### src/rtl/wash_program_sequencer_if.sv
// Front-panel inputs and status/actuator outputs of the wash program sequencer.
// The program select is named prog_sel because "program" is a reserved word.
interface wash_program_sequencer_if #(
  parameter int CNT_W = 16
);
  logic             tick;
  logic             start;
  logic [1:0]       prog_sel;
  logic             sig_Lid_Closed;
  logic             sig_Cancel;
  logic             sig_Fault;
  logic             sig_Fault_Clear;

  logic [2:0]       phase;
  logic [CNT_W-1:0] remaining;
  logic [1:0]       rinse_count;
  logic             busy;
  logic             paused;
  logic             done;
  logic             fault;
  logic             valve_on;
  logic             heater_on;
  logic             motor_on;

  modport master (
    output tick, start, prog_sel, sig_Lid_Closed, sig_Cancel, sig_Fault, sig_Fault_Clear,
    input  phase, remaining, rinse_count, busy, paused, done, fault,
           valve_on, heater_on, motor_on
  );

  modport slave (
    input  tick, start, prog_sel, sig_Lid_Closed, sig_Cancel, sig_Fault, sig_Fault_Clear,
    output phase, remaining, rinse_count, busy, paused, done, fault,
           valve_on, heater_on, motor_on
  );
endinterface

### src/rtl/wash_program_sequencer.sv
// Wash program sequencer: latches a program on start and steps FILL/HEAT/WASH/RINSE/SPIN
// with tick-driven down-counters, handling lid pause, cancel and fault.
//
// state    | meaning
// IDLE  0  | waiting for start with lid closed
// FILL  1  | water intake (first fill or rinse fill)
// HEAT  2  | heating, heat programs only
// WASH  3  | main wash, doubled for heavy
// RINSE 4  | rinse agitation, repeats per program
// SPIN  5  | final spin, ends with done pulse
// FAULT 6  | actuators off until fault drops and is acknowledged
module wash_program_sequencer #(
  parameter int CNT_W       = 16,
  parameter int FILL_TICKS  = 4,
  parameter int HEAT_TICKS  = 3,
  parameter int WASH_TICKS  = 6,
  parameter int RINSE_TICKS = 5,
  parameter int SPIN_TICKS  = 4
) (
  input logic                    clock,
  input logic                    reset_n,
  wash_program_sequencer_if.slave bus
);

  typedef enum logic [2:0] {
    ST_IDLE  = 3'd0,
    ST_FILL  = 3'd1,
    ST_HEAT  = 3'd2,
    ST_WASH  = 3'd3,
    ST_RINSE = 3'd4,
    ST_SPIN  = 3'd5,
    ST_FAULT = 3'd6
  } state_t;

  localparam logic [CNT_W-1:0] FILL_LEN       = CNT_W'(FILL_TICKS);
  localparam logic [CNT_W-1:0] HEAT_LEN       = CNT_W'(HEAT_TICKS);
  localparam logic [CNT_W-1:0] WASH_LEN       = CNT_W'(WASH_TICKS);
  localparam logic [CNT_W-1:0] WASH_LEN_HEAVY = CNT_W'(2 * WASH_TICKS);
  localparam logic [CNT_W-1:0] RINSE_LEN      = CNT_W'(RINSE_TICKS);
  localparam logic [CNT_W-1:0] SPIN_LEN       = CNT_W'(SPIN_TICKS);

  state_t           state_q;
  logic [CNT_W-1:0] rem_q;
  logic [1:0]       rinse_cnt_q;
  logic [1:0]       prog_q;
  logic             first_fill_q;
  logic             done_q;

  logic             running;
  logic             lid_open;
  logic             heat_en;
  logic [1:0]       rinse_target;
  logic [1:0]       rinse_next;
  logic [CNT_W-1:0] wash_len;

  always_comb begin
    running      = state_q inside {ST_FILL, ST_HEAT, ST_WASH, ST_RINSE, ST_SPIN};
    lid_open     = !bus.sig_Lid_Closed;
    rinse_next   = rinse_cnt_q + 2'd1;
    heat_en      = 1'b1;
    rinse_target = 2'd2;
    wash_len     = WASH_LEN;
    case (prog_q)
      2'd0: begin
        heat_en      = 1'b0;
        rinse_target = 2'd1;
      end
      2'd2: begin
        rinse_target = 2'd3;
        wash_len     = WASH_LEN_HEAVY;
      end
      default: ;
    endcase
  end

  always_ff @(posedge clock or negedge reset_n) begin
    if (!reset_n) begin
      state_q      <= ST_IDLE;
      rem_q        <= '0;
      rinse_cnt_q  <= '0;
      prog_q       <= '0;
      first_fill_q <= 1'b0;
      done_q       <= 1'b0;
    end else begin
      done_q <= 1'b0;
      if (bus.sig_Fault && state_q != ST_FAULT) begin
        state_q <= ST_FAULT;
        rem_q   <= '0;
      end else if (state_q == ST_FAULT) begin
        if (bus.sig_Fault_Clear && !bus.sig_Fault)
          state_q <= ST_IDLE;
      end else if (running && bus.sig_Cancel) begin
        state_q <= ST_IDLE;
        rem_q   <= '0;
      end else if (running && lid_open) begin
        // paused: counter and state frozen so the resumed phase loses no ticks
      end else if (running && bus.tick) begin
        if (rem_q == CNT_W'(1)) begin
          case (state_q)
            ST_FILL: begin
              if (first_fill_q) begin
                first_fill_q <= 1'b0;
                if (heat_en) begin
                  state_q <= ST_HEAT;
                  rem_q   <= HEAT_LEN;
                end else begin
                  state_q <= ST_WASH;
                  rem_q   <= wash_len;
                end
              end else begin
                state_q <= ST_RINSE;
                rem_q   <= RINSE_LEN;
              end
            end
            ST_HEAT: begin
              state_q <= ST_WASH;
              rem_q   <= wash_len;
            end
            ST_WASH: begin
              state_q <= ST_FILL;
              rem_q   <= FILL_LEN;
            end
            ST_RINSE: begin
              rinse_cnt_q <= rinse_next;
              if (rinse_next < rinse_target) begin
                state_q <= ST_FILL;
                rem_q   <= FILL_LEN;
              end else begin
                state_q <= ST_SPIN;
                rem_q   <= SPIN_LEN;
              end
            end
            ST_SPIN: begin
              state_q <= ST_IDLE;
              rem_q   <= '0;
              done_q  <= 1'b1;
            end
            default: begin
              state_q <= ST_IDLE;
              rem_q   <= '0;
            end
          endcase
        end else begin
          rem_q <= rem_q - CNT_W'(1);
        end
      end else if (state_q == ST_IDLE && bus.start && bus.sig_Lid_Closed) begin
        state_q      <= ST_FILL;
        rem_q        <= FILL_LEN;
        rinse_cnt_q  <= '0;
        prog_q       <= bus.prog_sel;
        first_fill_q <= 1'b1;
      end
    end
  end

  assign bus.phase       = state_q;
  assign bus.remaining   = rem_q;
  assign bus.rinse_count = rinse_cnt_q;
  assign bus.busy        = running;
  assign bus.paused      = running && lid_open;
  assign bus.done        = done_q;
  assign bus.fault       = (state_q == ST_FAULT);
  assign bus.valve_on    = (state_q == ST_FILL) && !bus.paused;
  assign bus.heater_on   = (state_q == ST_HEAT) && !bus.paused;
  assign bus.motor_on    = (state_q inside {ST_WASH, ST_RINSE, ST_SPIN}) && !bus.paused;

endmodule

### src/flat_wrapper.sv
// flat-port wrapper written by rule: the top's interface ports become plain ports
module wash_program_sequencer_flat 
#(
  parameter int CNT_W       = 16,
  parameter int FILL_TICKS  = 4,
  parameter int HEAT_TICKS  = 3,
  parameter int WASH_TICKS  = 6,
  parameter int RINSE_TICKS = 5,
  parameter int SPIN_TICKS  = 4
)
  (clock, reset_n, bus_tick, bus_start, bus_prog_sel, bus_sig_Lid_Closed, bus_sig_Cancel, bus_sig_Fault, bus_sig_Fault_Clear, bus_phase, bus_remaining, bus_rinse_count, bus_busy, bus_paused, bus_done, bus_fault, bus_valve_on, bus_heater_on, bus_motor_on);
  wash_program_sequencer_if #(.CNT_W(CNT_W)) bus_i ();
  input logic clock;
  input logic reset_n;
  input wire logic [$bits(bus_i.tick)-1:0] bus_tick;
  input wire logic [$bits(bus_i.start)-1:0] bus_start;
  input wire logic [$bits(bus_i.prog_sel)-1:0] bus_prog_sel;
  input wire logic [$bits(bus_i.sig_Lid_Closed)-1:0] bus_sig_Lid_Closed;
  input wire logic [$bits(bus_i.sig_Cancel)-1:0] bus_sig_Cancel;
  input wire logic [$bits(bus_i.sig_Fault)-1:0] bus_sig_Fault;
  input wire logic [$bits(bus_i.sig_Fault_Clear)-1:0] bus_sig_Fault_Clear;
  output wire logic [$bits(bus_i.phase)-1:0] bus_phase;
  output wire logic [$bits(bus_i.remaining)-1:0] bus_remaining;
  output wire logic [$bits(bus_i.rinse_count)-1:0] bus_rinse_count;
  output wire logic [$bits(bus_i.busy)-1:0] bus_busy;
  output wire logic [$bits(bus_i.paused)-1:0] bus_paused;
  output wire logic [$bits(bus_i.done)-1:0] bus_done;
  output wire logic [$bits(bus_i.fault)-1:0] bus_fault;
  output wire logic [$bits(bus_i.valve_on)-1:0] bus_valve_on;
  output wire logic [$bits(bus_i.heater_on)-1:0] bus_heater_on;
  output wire logic [$bits(bus_i.motor_on)-1:0] bus_motor_on;
  assign bus_i.tick = bus_tick;
  assign bus_i.start = bus_start;
  assign bus_i.prog_sel = bus_prog_sel;
  assign bus_i.sig_Lid_Closed = bus_sig_Lid_Closed;
  assign bus_i.sig_Cancel = bus_sig_Cancel;
  assign bus_i.sig_Fault = bus_sig_Fault;
  assign bus_i.sig_Fault_Clear = bus_sig_Fault_Clear;
  assign bus_phase = bus_i.phase;
  assign bus_remaining = bus_i.remaining;
  assign bus_rinse_count = bus_i.rinse_count;
  assign bus_busy = bus_i.busy;
  assign bus_paused = bus_i.paused;
  assign bus_done = bus_i.done;
  assign bus_fault = bus_i.fault;
  assign bus_valve_on = bus_i.valve_on;
  assign bus_heater_on = bus_i.heater_on;
  assign bus_motor_on = bus_i.motor_on;
  wash_program_sequencer #(.CNT_W(CNT_W), .FILL_TICKS(FILL_TICKS), .HEAT_TICKS(HEAT_TICKS), .WASH_TICKS(WASH_TICKS), .RINSE_TICKS(RINSE_TICKS), .SPIN_TICKS(SPIN_TICKS)) u_core (.clock(clock), .reset_n(reset_n), .bus(bus_i));
endmodule
### config.mk
export PLATFORM = sky130hd
export DESIGN_NAME = wash_program_sequencer_flat
export DESIGN_NICKNAME = d
export VERILOG_FILES = /design/src/rtl/wash_program_sequencer_if.sv /design/src/rtl/wash_program_sequencer.sv /design/src/flat_wrapper.sv
export SDC_FILE = /design/constraint.sdc
export NUM_CORES = 1
export LEC_CHECK = 0
export CORE_MARGIN = 8
export CORE_UTILIZATION = 40
export DETAILED_ROUTE_END_ITERATION = 10
export HOLD_SLACK_MARGIN = 0.08
export PLACE_DENSITY = 0.71
export SLEW_MARGIN = 15
export SYNTH_ARGS = -nofsm -noshare
export SYNTH_HDL_FRONTEND = slang
export SYNTH_SLANG_ARGS = --single-unit
### constraint.sdc
create_clock -name clock -period 6.6 [get_ports clock]
set_clock_uncertainty 0.15 [all_clocks]
set_input_delay 1.32 -clock clock [delete_from_list [all_inputs] [get_ports clock]]
set_output_delay 1.32 -clock clock [all_outputs]
set_load 0.05 [all_outputs]
==> metrics.md, run 1 <==
| Metric | Value |
|---|---|
| Clock latency of the later-clocked register in the worst-skew pair | around 0.27 ns |
| Gates resized, CTS repair | 0 |
| Number of search-and-repair iterations in the first detailed-routing pass | 4 |
| Slowest cell delay on critical path | 0.87 ns |
| Number of distinct standard cells referenced by the synthesized netlist | 48 |
| Number of setup violations in the final report | 0 |
| Slowest stage cell, crit path | clkdlybuf4s50_1 |
| Avg Inst Size Synth | between 8 and 9 sq um |
| Number of buffer cells added on primary ports | 37 |
| Cell Area, Placed | approximately 2100 sq um |
| Final hold violation count | 0 |
| Area of the mapped netlist | 1760 sq um |
| Top_reg_cell synth | dfrtp_1 |
| Worst IR drop on VDD | about 0.14 mV |
| Leakage dissipation | 0.879 nW |
| Worst-path clk slew | 0.09 ns |
| Actual transition at the worst max-transition pin | approximately 0.83 ns |
| Data required time at the worst endpoint | 5.13 ns |
| Routed vias | roughly 1.7k |
| Fraction of the mapped netlist area in adder cells | 2.14% |
| Total power | approximately 0.0010 W |
| 1st-iter DRT viols | about 200 |
| Sequential-to-total area share from yosys stat | a little over a third |
| Hold Crit Class | reg2reg |
| Post-Synthesis Net Count | between 200 and 250 |
| Share of cell area taken by muxes after synthesis | roughly 2.4% |
| Number of placement rows | 24 |
| Final wirelength | approximately 4.7 mm |
| #FFs+latches synth | 25 |
| Maxcap violations | 0 |
| HPWL reported at the end of detailed placement | 3.49 mm |
| FF+latch area | 626 sq um |
| Top cell type's share of synthesized area | 35.6% |
| Number of top-level pins | 38 |
| Crit path cell chain | clkdlybuf4s50_1 -> inv_1 -> nor4_1 -> clkdlybuf4s50_1 |
| Antenna viol nets, final | 0 |
| Core outline area | 4290 sq um |
| Post-route cell area | 2190 sq um |
| RSZ-0062 raised after global routing | false |
| Wire length of the first global-routing pass | ~8.0 mm |
| Share of async-settable or async-resettable flops after synthesis | 100% |
| Post-layout min period | 4.61 ns |
| Via count normalized by instance count | ~6 |
| Maximum operating frequency | 217 MHz |
| Combinational family with the most area after synthesis | simple AND/OR/NAND/NOR gates |
| TritonCTS clock tree | yes |
| Starting Density | 40.9% |
| Buffer levels on the longest clock path | 2 |
| TNS Setup | 0 ns |
| Synthesis warning total | 0 |
| Post-Synth XOR/XNOR Area | 0.499% |
| Count of final max-slew check failures | 0 |
| Post-detailed-route DRC marker count | 0 |
| Result of the run | finished clean |
| Type of the worst setup path | in2out |
| Die span in x | between 80 and 90 microns |
| Cells taking the most area after synthesis | dfrtp_1, a21oi_1, nand2_1 |
| Post-CTS Setup Repair Bufs | 0 |
| Clock net sink count | 25 |
| Share of final-layout standard cells stronger than drive strength 1 | between 5 and 6% |
| # diodes | 0 |
| Final Wtd Congestion | around 0.93 |
| Sort of element at the end of the critical path | output port |
| Num CTS Buffers | 3 |
| Top cell family by delay on the critical path | buffers and inverters |
| H-tree depth reported by CTS | 1 |
| Floorplan die height | 82.2 microns |
| Total overflow reported by the global router | 0 |
| Final critical-path share of the clock period | 69.8% |
| Full die area | 6760 sq um |
| Total global-route track usage | approximately 14% |
| Maximum number of pins on one net before global-route repair | 26 |
| Via count of the first global-routing pass | approximately 1.6k |
| Count of flip-flops with a built-in enable after synthesis | 0 |
| Nets | between 200 and 300 |
| Post-synthesis compound-gate area fraction | 23.5% |
| CP arrival | roughly 3.1 ns |
| Area used by multi-input combinational logic | roughly 1000 sq um |
| Total power divided by cell area | 455 nW/um^2 |
| CTS hold repair buffers | 0 |
| Synthesized netlist cell count | between 200 and 250 |
| Average detailed-routed wire length per instance | 15.7 microns |
| Total buffers and inverters traversed by the critical path | 3 |
| Simple-gate share of the synthesized area | 31.0% |
| Max transition margin | roughly 45% |
| Critical path launch point type | input pin |
| Initial antenna violation count | 0 |
| Clk Tree Root Cell | clkbuf_8 |
| Most Frequent Cell on Critical Path | clkdlybuf4s50_1 |
| Biggest fanout along the worst timing path | 7 |
| Area growth from synthesis to layout | 24.7% |
| Number of filler instances in the final layout | around 440 |
| Cell taking the most area after synthesis | dfrtp_1 |
-- layout by cell type, fill, tap and decap left out, drive strengths merged, types with 2 or more instances in the layout --
cell and count:
a21boi 2, a21oi 18, a22o 3, a31oi 6, and2 2, and3 2
and4 3, clkbuf 4, clkdlybuf4s50 37, dfrtp 25, ha 3, inv 7
mux2 2, mux2i 2, nand2 18, nand2b 6, nand3 7, nor2 17
nor2b 3, nor3 12, nor3b 3, nor4 7, nor4b 4, o21a 4
o21ai 13, o221ai 2, o22ai 5, o2bb2ai 2, o31ai 3, or2 2
or3 5, or4 4
-- power breakdown --
part            total, W  internal (W)  switching (W)
registers       0.000275      0.000190      0.0000850
logic           0.000628      0.000235       0.000393
clock network  0.0000929     0.0000433      0.0000496
total           0.000996      0.000469       0.000527
-- Yosys cell counts (2+ instances only) --
cell	count
o221ai_1	2
nor4_1	6
nand3_1	7
and4_1	3
mux2i_1	2
o21ai_1	2
o21ai_0	11
o22ai_1	5
or2_2	2
nand2b_1	6
ha_1	3
a31oi_1	6
nor3b_1	2
mux2_2	2
inv_1	7
nor3_1	12
a22o_1	3
and3_1	2
nor4b_1	4
clkbuf_1	9
a21oi_1	18
or4_4	2
nand2_1	18
o2bb2ai_1	2
nor2_1	17
nor2b_1	3
o21a_1	4
or3_1	5
or4_1	2
buf_2	4
dfrtp_1	25
o31ai_1	3
and2_1	2
-- logic make-up (layout without fill, tap and decap cells) --
group,after synthesis,in the layout
simple gates,97,97
flops,25,25
compound gates,65,65
mux,4,4
fa+ha+maj,3,3
buf+inv,21,50
xor+xnor,1,1
-- per-stage QoR --
stage | cells | setup slack, ns | hold WS (ns) | utilization [%]
floorplan | 216 | 2.28 | 0.371 | -
global placement | 293 | 2.10 | 0.379 | 49.9
CTS | 297 | 2.00 | 0.391 | 51.0
finish | 297 | 1.99 | 0.381 | 51.0
detailed placement | 293 | 2.00 | 0.359 | 49.9
global route | 297 | 1.93 | 0.404 | 51.0
-- worst reg2reg max path, stage by stage (launching register included) --
cell and delay [ns]:
dfrtp_1 0.59, a21boi_1 0.34, nand3_1 0.35, nor2_1 0.69, o21ai_0 0.21, a31oi_1 0.20
-- state kept, by name (all words and copies together), names as in the netlist --
register                count
u_core.bus.done             1
u_core.bus.phase            3
u_core.bus.remaining       16
u_core.bus.rinse_count      2
u_core.first_fill_q         1
u_core.prog_q               2
-- per-layer routing --
metal  routed length, microns  track usage, %  up-vias
li1                         -               -      871
met1                     2230            20.7      824
met2                     2140            22.5       51
met3                      284            1.73        3
met4                       22            3.51        0
met5                        0               0        -
-- final timing paths --
kind	startpoint	endpoint	slack, ns	cells after the start
setup / recovery	bus_sig_Lid_Closed	bus_heater_on	1.99	4
hold / removal	u_core.bus.rinse_count[1]	u_core.bus.rinse_count[1]	0.38	1
setup reg to reg	u_core.bus.phase[2]	u_core.bus.remaining[8]	4.00	5
hold reg to reg	u_core.bus.rinse_count[1]	u_core.bus.rinse_count[1]	0.38	1
max in group asynchronous	reset_n	u_core.bus.remaining[0]	4.80	2
min in group asynchronous	reset_n	u_core.bus.remaining[12]	1.25	2
-- final cells by class --
type | count | area share, %
tap | 52 | 2.97
clock buffer | 4 | 2.06
multi-input combinational | 170 | 47.8
inverter | 8 | 1.37
sequential | 25 | 28.6
timing repair buffer | 38 | 17.3
Note: power is estimated with default switching activity, not from simulation.
==> run 2, diff against run 1 <==
Settings changed: PLACE_DENSITY 0.71 to 0.74.
Clock period 6.6 ns to 4.2 ns, I/O delays scaled along.
==> metrics.md, run 2 (synthesized netlist as in run 1, its figures left out) <==
| Metric | Value |
|---|---|
| H-tree depth reported by CTS | 1 (unchanged) |
| Maximum operating frequency | between 200 and 300 MHz |
| Number of search-and-repair iterations in the first detailed-routing pass | 4 (unchanged) |
| Num CTS Buffers | 3 (unchanged) |
| Die span in x | 82.2 microns (unchanged) |
| Number of filler instances in the final layout | 419 (was 443) |
| Clock net sink count | 25 (unchanged) |
| Reg-to-reg critical path startpoint | u_core.bus.remaining[0] (was u_core.bus.phase[2]) |
| Register-to-Register Setup Slack | 1.69 ns (was 4.00 ns) |
| Hold Crit Class | reg2reg (unchanged) |
| Final-layout worst hold slack | 0.389 ns (was 0.381 ns) |
| TNS Setup | 0 ns (unchanged) |
| CTS hold repair buffers | 0 (unchanged) |
| Final Wtd Congestion | 0.885 (was 0.925) |
| Most common cell after layout, fill and taps aside | clkdlybuf4s50_1 (unchanged) |
| Post-CTS Setup Repair Bufs | 0 (unchanged) |
| Clk Tree Root Cell | clkbuf_8 (unchanged) |
| Number of flip-flops under the largest register name | 16 (unchanged) |
| Via count normalized by instance count | 5.98 (was 5.89) |
| Core outline area | 4290 sq um (unchanged) |
| Result of the run | finished clean (unchanged) |
| Top library cells by usage in the layout, fill and taps aside | clkdlybuf4s50_1, dfrtp_1, nand2_1, a21oi_1, nor2_1 (unchanged) |
| Maxcap violations | 0 (unchanged) |
| Starting Density | 40.9% (unchanged) |
| Sort of element at the end of the critical path | output port (unchanged) |
| RSZ-0062 raised after global routing | false (unchanged) |
| Area growth from synthesis to layout | 24.4% (was 24.7%) |
| Number of top-level pins | 38 (unchanged) |
| Via count of the first global-routing pass | 1633 (was 1631) |
| CP arrival | 2.59 ns (was 3.14 ns) |
| Worst-path clk slew | 0.09 ns (about the same) |
| Total global-route track usage | 15.3% (was 14.5%) |
| Post-detailed-route DRC marker count | 0 (unchanged) |
| Clock latency of the later-clocked register in the worst-skew pair | 0.27 ns (about the same) |
| Total overflow reported by the global router | 0 (unchanged) |
| Destination of the worst register-to-register timing path | u_core.bus.remaining[12] (was u_core.bus.remaining[8]) |
| Antenna viol nets, final | 0 (unchanged) |
| Data required time at the worst endpoint | 3.21 ns (was 5.13 ns) |
| Final wirelength | 4.89 mm (was 4.68 mm) |
| Min-Delay Startpoint | u_core.bus.rinse_count[1] (unchanged) |
| Initial antenna violation count | 0 (unchanged) |
| Share of final-layout standard cells stronger than drive strength 1 | 6.12% (was 5.71%) |
| Type of the worst setup path | in2out (unchanged) |
| Maximum number of pins on one net before global-route repair | 26 (unchanged) |
| Number of placement rows | 24 (unchanged) |
| Critical path launch point type | input pin (unchanged) |
| Average detailed-routed wire length per instance | 16.5 microns (was 15.7 microns) |
| 1st-iter DRT viols | 128 (was 203) |
| Nets | 259 (unchanged) |
| TritonCTS clock tree | yes (unchanged) |
| Full die area | 6760 sq um (unchanged) |
| Worst IR drop on VDD | 0.264 mV (was 0.141 mV) |
| Biggest fanout along the worst timing path | 7 (unchanged) |
| Total power divided by cell area | 716 nW/um^2 (was 455 nW/um^2) |
| Length in cells of the worst reg-to-reg path | 7 (was 5) |
| Hold Path Cell Cnt | 1 (unchanged) |
| HPWL reported at the end of detailed placement | 3.66 mm (was 3.49 mm) |
| # diodes | 0 (unchanged) |
| Endpoint of the worst hold path | u_core.bus.rinse_count[1] (unchanged) |
| Worst setup slack after layout | 0.618 ns (was 1.99 ns) |
| Gates resized, CTS repair | 0 (unchanged) |
| Leakage dissipation | 0.879 nW (about the same) |
| Wire length of the first global-routing pass | 8.16 mm (was 7.98 mm) |
| Max transition margin | 44.7% (was 44.6%) |
| Buffer levels on the longest clock path | 2 (unchanged) |
| Routed vias | 1775 (was 1749) |
| Final hold violation count | 0 (unchanged) |
| Post-layout min period | 3.58 ns |
| Count of final max-slew check failures | 0 (unchanged) |
| Setup slack at placement | 0.633 ns (was 2.00 ns) |
| Number of setup violations in the final report | 0 (unchanged) |
| Final critical-path share of the clock period | 85.3% |
| Floorplan die height | 82.2 microns (unchanged) |
| Number of buffer cells added on primary ports | 37 (unchanged) |
| Actual transition at the worst max-transition pin | 0.825 ns (was 0.826 ns) |
run 2: cell types whose count changed in the layout (fill, tap and decap cells not counted):
cell	change
clkdlybuf4s50_1	-1
buf_2	+1
run 2: worst max path at each step:
stage / from / end / slack [ns] / depth (start not counted)
after floorplan: u_core.bus.phase[1] / bus_heater_on / 0.40 / 4
after global placement: bus_sig_Lid_Closed / bus_heater_on / 0.67 / 4
after detailed placement: bus_sig_Lid_Closed / bus_heater_on / 0.63 / 4
after CTS: bus_sig_Lid_Closed / bus_heater_on / 0.63 / 4
after global routing: bus_sig_Lid_Closed / bus_heater_on / 0.51 / 4
final: bus_sig_Lid_Closed / bus_heater_on / 0.62 / 4
run 2: layer usage:
layer	up-vias	share of wire, %	global-route usage (%)
met1	848	47	21.7
li1	868	-	-
met5	-	0	0
met2	55	46	23.6
met4	0	1.0	4.74
met3	4	5.7	1.95
run 2: power breakdown:
part | internal, W | switching (W)
Clock | 0.0000680 | 0.0000769
Sequential | 0.000299 | 0.000133
Combinational | 0.000369 | 0.000619
Total | 0.000736 | 0.000829
run 2: through the flow:
| stage | total power, W | instances | area (sq um) | utilization, % |
|---|---|---|---|---|
| 2_1_floorplan | 0.00115 | 216 | 1760 | - |
| 3_3_place_gp | 0.00141 | 293 | 2140 | 49.9 |
| 3_5_place_dp | 0.00142 | 293 | 2140 | 49.9 |
| 4_1_cts | 0.00157 | 297 | 2190 | 51.0 |
| 5_1_grt | 0.00169 | 297 | 2180 | 50.9 |
| 6_report | 0.00157 | 297 | 2180 | 50.9 |
run 2: worst max-delay path: stages:
cell and delay, ns:
clkdlybuf4s50_1 0.55, inv_1 0.16, nor4_1 0.19, clkdlybuf4s50_1 0.85
run 2: cell type report:
type,instances,area [sq um],share of cell area (%)
multi-input cells,170,1050,47.9
flip-flops and latches,25,626,28.6
repair buffers,38,373,17.1
well taps,52,65.1,2.98
clock buffers,4,45.0,2.06
inverters,8,30.0,1.37
==> run 3, diff against run 2 <==
Settings changed: CORE_ASPECT_RATIO set to 0.6.
==> metrics.md, run 3 (synthesized netlist as in run 1, its figures left out) <==
| Metric | Value |
|---|---|
| Total overflow reported by the global router | 0 (unchanged) |
| # diodes | 0 (unchanged) |
| Area growth from synthesis to layout | 25.4% (was 24.4%) |
| 1st-iter DRT viols | 210 (was 128) |
| Count of final max-slew check failures | 0 (unchanged) |
| Via count of the first global-routing pass | 1649 (was 1633) |
| Met1 routing resource usage after global routing | 23.3% (was 21.7%) |
| Routed vias | 1844 (was 1775) |
| Die span in x | 102 microns (was 82.2 microns) |
| Most Frequent Cell on Critical Path | clkdlybuf4s50_1 (unchanged) |
| Num CTS Buffers | 3 (unchanged) |
| Post-layout min period | 3.59 ns (was 3.58 ns) |
| Nets | 259 (unchanged) |
| Max transition margin | 45.2% (was 44.7%) |
| CP arrival | 2.60 ns (was 2.59 ns) |
| Post-detailed-route DRC marker count | 0 (unchanged) |
| Actual transition at the worst max-transition pin | 0.816 ns (was 0.825 ns) |
| Buffer levels on the longest clock path | 2 (unchanged) |
| Final Wtd Congestion | 0.919 (was 0.885) |
| TNS Setup | 0 ns (unchanged) |
| Initial antenna violation count | 0 (unchanged) |
| TritonCTS clock tree | yes (unchanged) |
| GRT met3 Usage | 5.74% (was 1.95%) |
| CTS hold repair buffers | 0 (unchanged) |
| Most common cell after layout, fill and taps aside | clkdlybuf4s50_1 (unchanged) |
| H-tree depth reported by CTS | 1 (unchanged) |
| Slowest stage cell, crit path | clkdlybuf4s50_1 (unchanged) |
| Full die area | 6830 sq um (was 6760 sq um) |
| Total power divided by cell area | 722 nW/um^2 (was 716 nW/um^2) |
| Floorplan die height | 67.3 microns (was 82.2 microns) |
| Number of cells in the design after placement | 301 (was 293) |
| Worst IR drop on VDD | 0.371 mV (was 0.264 mV) |
| Number of filler instances in the final layout | 382 (was 419) |
| Met2 capacity usage during global routing | 19.9% (was 23.6%) |
| Final wirelength | 5.12 mm (was 4.89 mm) |
| Type of the worst setup path | in2out (unchanged) |
| Starting Density | 42.1% (was 40.9%) |
| Most congested layer reported by global routing | met1 (was met2) |
| Top cell family by delay on the critical path | buffers and inverters (unchanged) |
| Core outline area | 4170 sq um (was 4290 sq um) |
| Biggest fanout along the worst timing path | 7 (unchanged) |
| Maxcap violations | 0 (unchanged) |
| Number of search-and-repair iterations in the first detailed-routing pass | 4 (unchanged) |
| RSZ-0062 raised after global routing | false (unchanged) |
| Maximum operating frequency | 279 MHz (about the same) |
| Hold Crit Class | reg2reg (unchanged) |
| Gates resized, CTS repair | 0 (unchanged) |
| Clk Tree Root Cell | clkbuf_8 (unchanged) |
| Share of final-layout standard cells stronger than drive strength 1 | 6.12% (unchanged) |
| Average detailed-routed wire length per instance | 16.8 microns (was 16.5 microns) |
| Sort of element at the end of the critical path | output port (unchanged) |
| Number of top-level pins | 38 (unchanged) |
| Total buffers and inverters traversed by the critical path | 3 (unchanged) |
| Antenna viol nets, final | 0 (unchanged) |
| Top library cells by usage in the layout, fill and taps aside | clkdlybuf4s50_1, dfrtp_1, nand2_1, a21oi_1, nor2_1 (unchanged) |
| Total global-route track usage | 15.6% (was 15.3%) |
| HPWL reported at the end of detailed placement | 3.85 mm (was 3.66 mm) |
| Data required time at the worst endpoint | 3.21 ns (about the same) |
| Number of buffer cells added on primary ports | 37 (unchanged) |
| Number of flip-flops under the largest register name | 16 (unchanged) |
| Number of placement rows | 18 (was 24) |
| Clock net sink count | 25 (unchanged) |
| Number of setup violations in the final report | 0 (unchanged) |
| Slowest cell delay on critical path | 0.85 ns (about the same) |
| Clock latency of the later-clocked register in the worst-skew pair | 0.27 ns (about the same) |
| Maximum number of pins on one net before global-route repair | 26 (unchanged) |
| Result of the run | finished clean (unchanged) |
| Via count normalized by instance count | 6.05 (was 5.98) |
| Crit path cell chain | clkdlybuf4s50_1 -> inv_1 -> nor4_1 -> clkdlybuf4s50_1 (unchanged) |
| Critical path launch point type | input pin (unchanged) |
| Post-CTS Setup Repair Bufs | 0 (unchanged) |
| Worst-path clk slew | 0.08 ns (was 0.09 ns) |
| Final hold violation count | 0 (unchanged) |
| Final-layout worst hold slack | 0.384 ns (was 0.389 ns) |
| Layout Cells excl Fill | 305 (was 297) |
| Wire length of the first global-routing pass | 8.51 mm (was 8.16 mm) |
| Leakage dissipation | 0.881 nW (was 0.879 nW) |
| Final critical-path share of the clock period | 85.4% (was 85.3%) |
run 3: cell types whose count changed in the layout (fill, tap and decap cells not counted), sizes merged:
| cell | delta |
|---|---|
| buf | -1 |
| clkbuf | -1 |
| clkdlybuf4s50 | +1 |
| clkinv | +1 |
run 3: power by group:
group	internal [W]	leakage [nW]	switching [W]
Sequential	0.000299	0.333	0.000139
Clock	0.0000664	0.0255	0.0000768
Combinational	0.000370	0.523	0.000639
Total	0.000735	0.881	0.000854
run 3: final cells by class:
class	instances	area [sq um]	area share [%]
Tap cell	60	75.1	3.41
Inverter	8	30.0	1.36
Sequential cell	25	626	28.4
Multi-Input combinational cell	170	1050	47.5
Timing Repair Buffer	38	378	17.2
Clock inverter	1	5.00	0.227
Clock buffer	3	41.3	1.88
run 3: worst reg2reg max path, cell delays in order, from the launching register on:
cell and delay (ns):
dfrtp_1 0.70, or3_1 0.29, nand3_1 0.35, nor2_1 0.72, o21ai_0 0.19, a31oi_1 0.20
run 3: final timing paths:
kind / endpoint / depth (start not counted) / from / slack [ns]
max: bus_heater_on / 4 / bus_sig_Lid_Closed / 0.61
min: u_core.bus.rinse_count[1] / 1 / u_core.bus.rinse_count[1] / 0.38
max reg2reg: u_core.bus.remaining[8] / 5 / u_core.bus.phase[1] / 1.51
min reg2reg: u_core.bus.rinse_count[1] / 1 / u_core.bus.rinse_count[1] / 0.38
max in group asynchronous: u_core.bus.remaining[2] / 2 / reset_n / 2.88
min in group asynchronous: u_core.prog_q[0] / 2 / reset_n / 0.78
run 3: through the flow:
step / setup slack [ns] / cell area, sq um / power [W] / utilization, %
3_5_place_dp: 0.625 / 2150 / 0.00143 / 51.7
3_3_place_gp: 0.664 / 2150 / 0.00142 / 51.7
6_report: 0.613 / 2200 / 0.00159 / 52.8
5_1_grt: 0.539 / 2200 / 0.00171 / 52.8
2_1_floorplan: 0.398 / 1760 / 0.00115 / -
4_1_cts: 0.627 / 2200 / 0.00158 / 52.8
run 3: per-layer routing:
| metal | wire [microns] | up-vias |
|---|---|---|
| li1 | - | 871 |
| met1 | 2530 | 879 |
| met2 | 2020 | 90 |
| met3 | 527 | 4 |
| met4 | 35 | 0 |
| met5 | 0 | - |
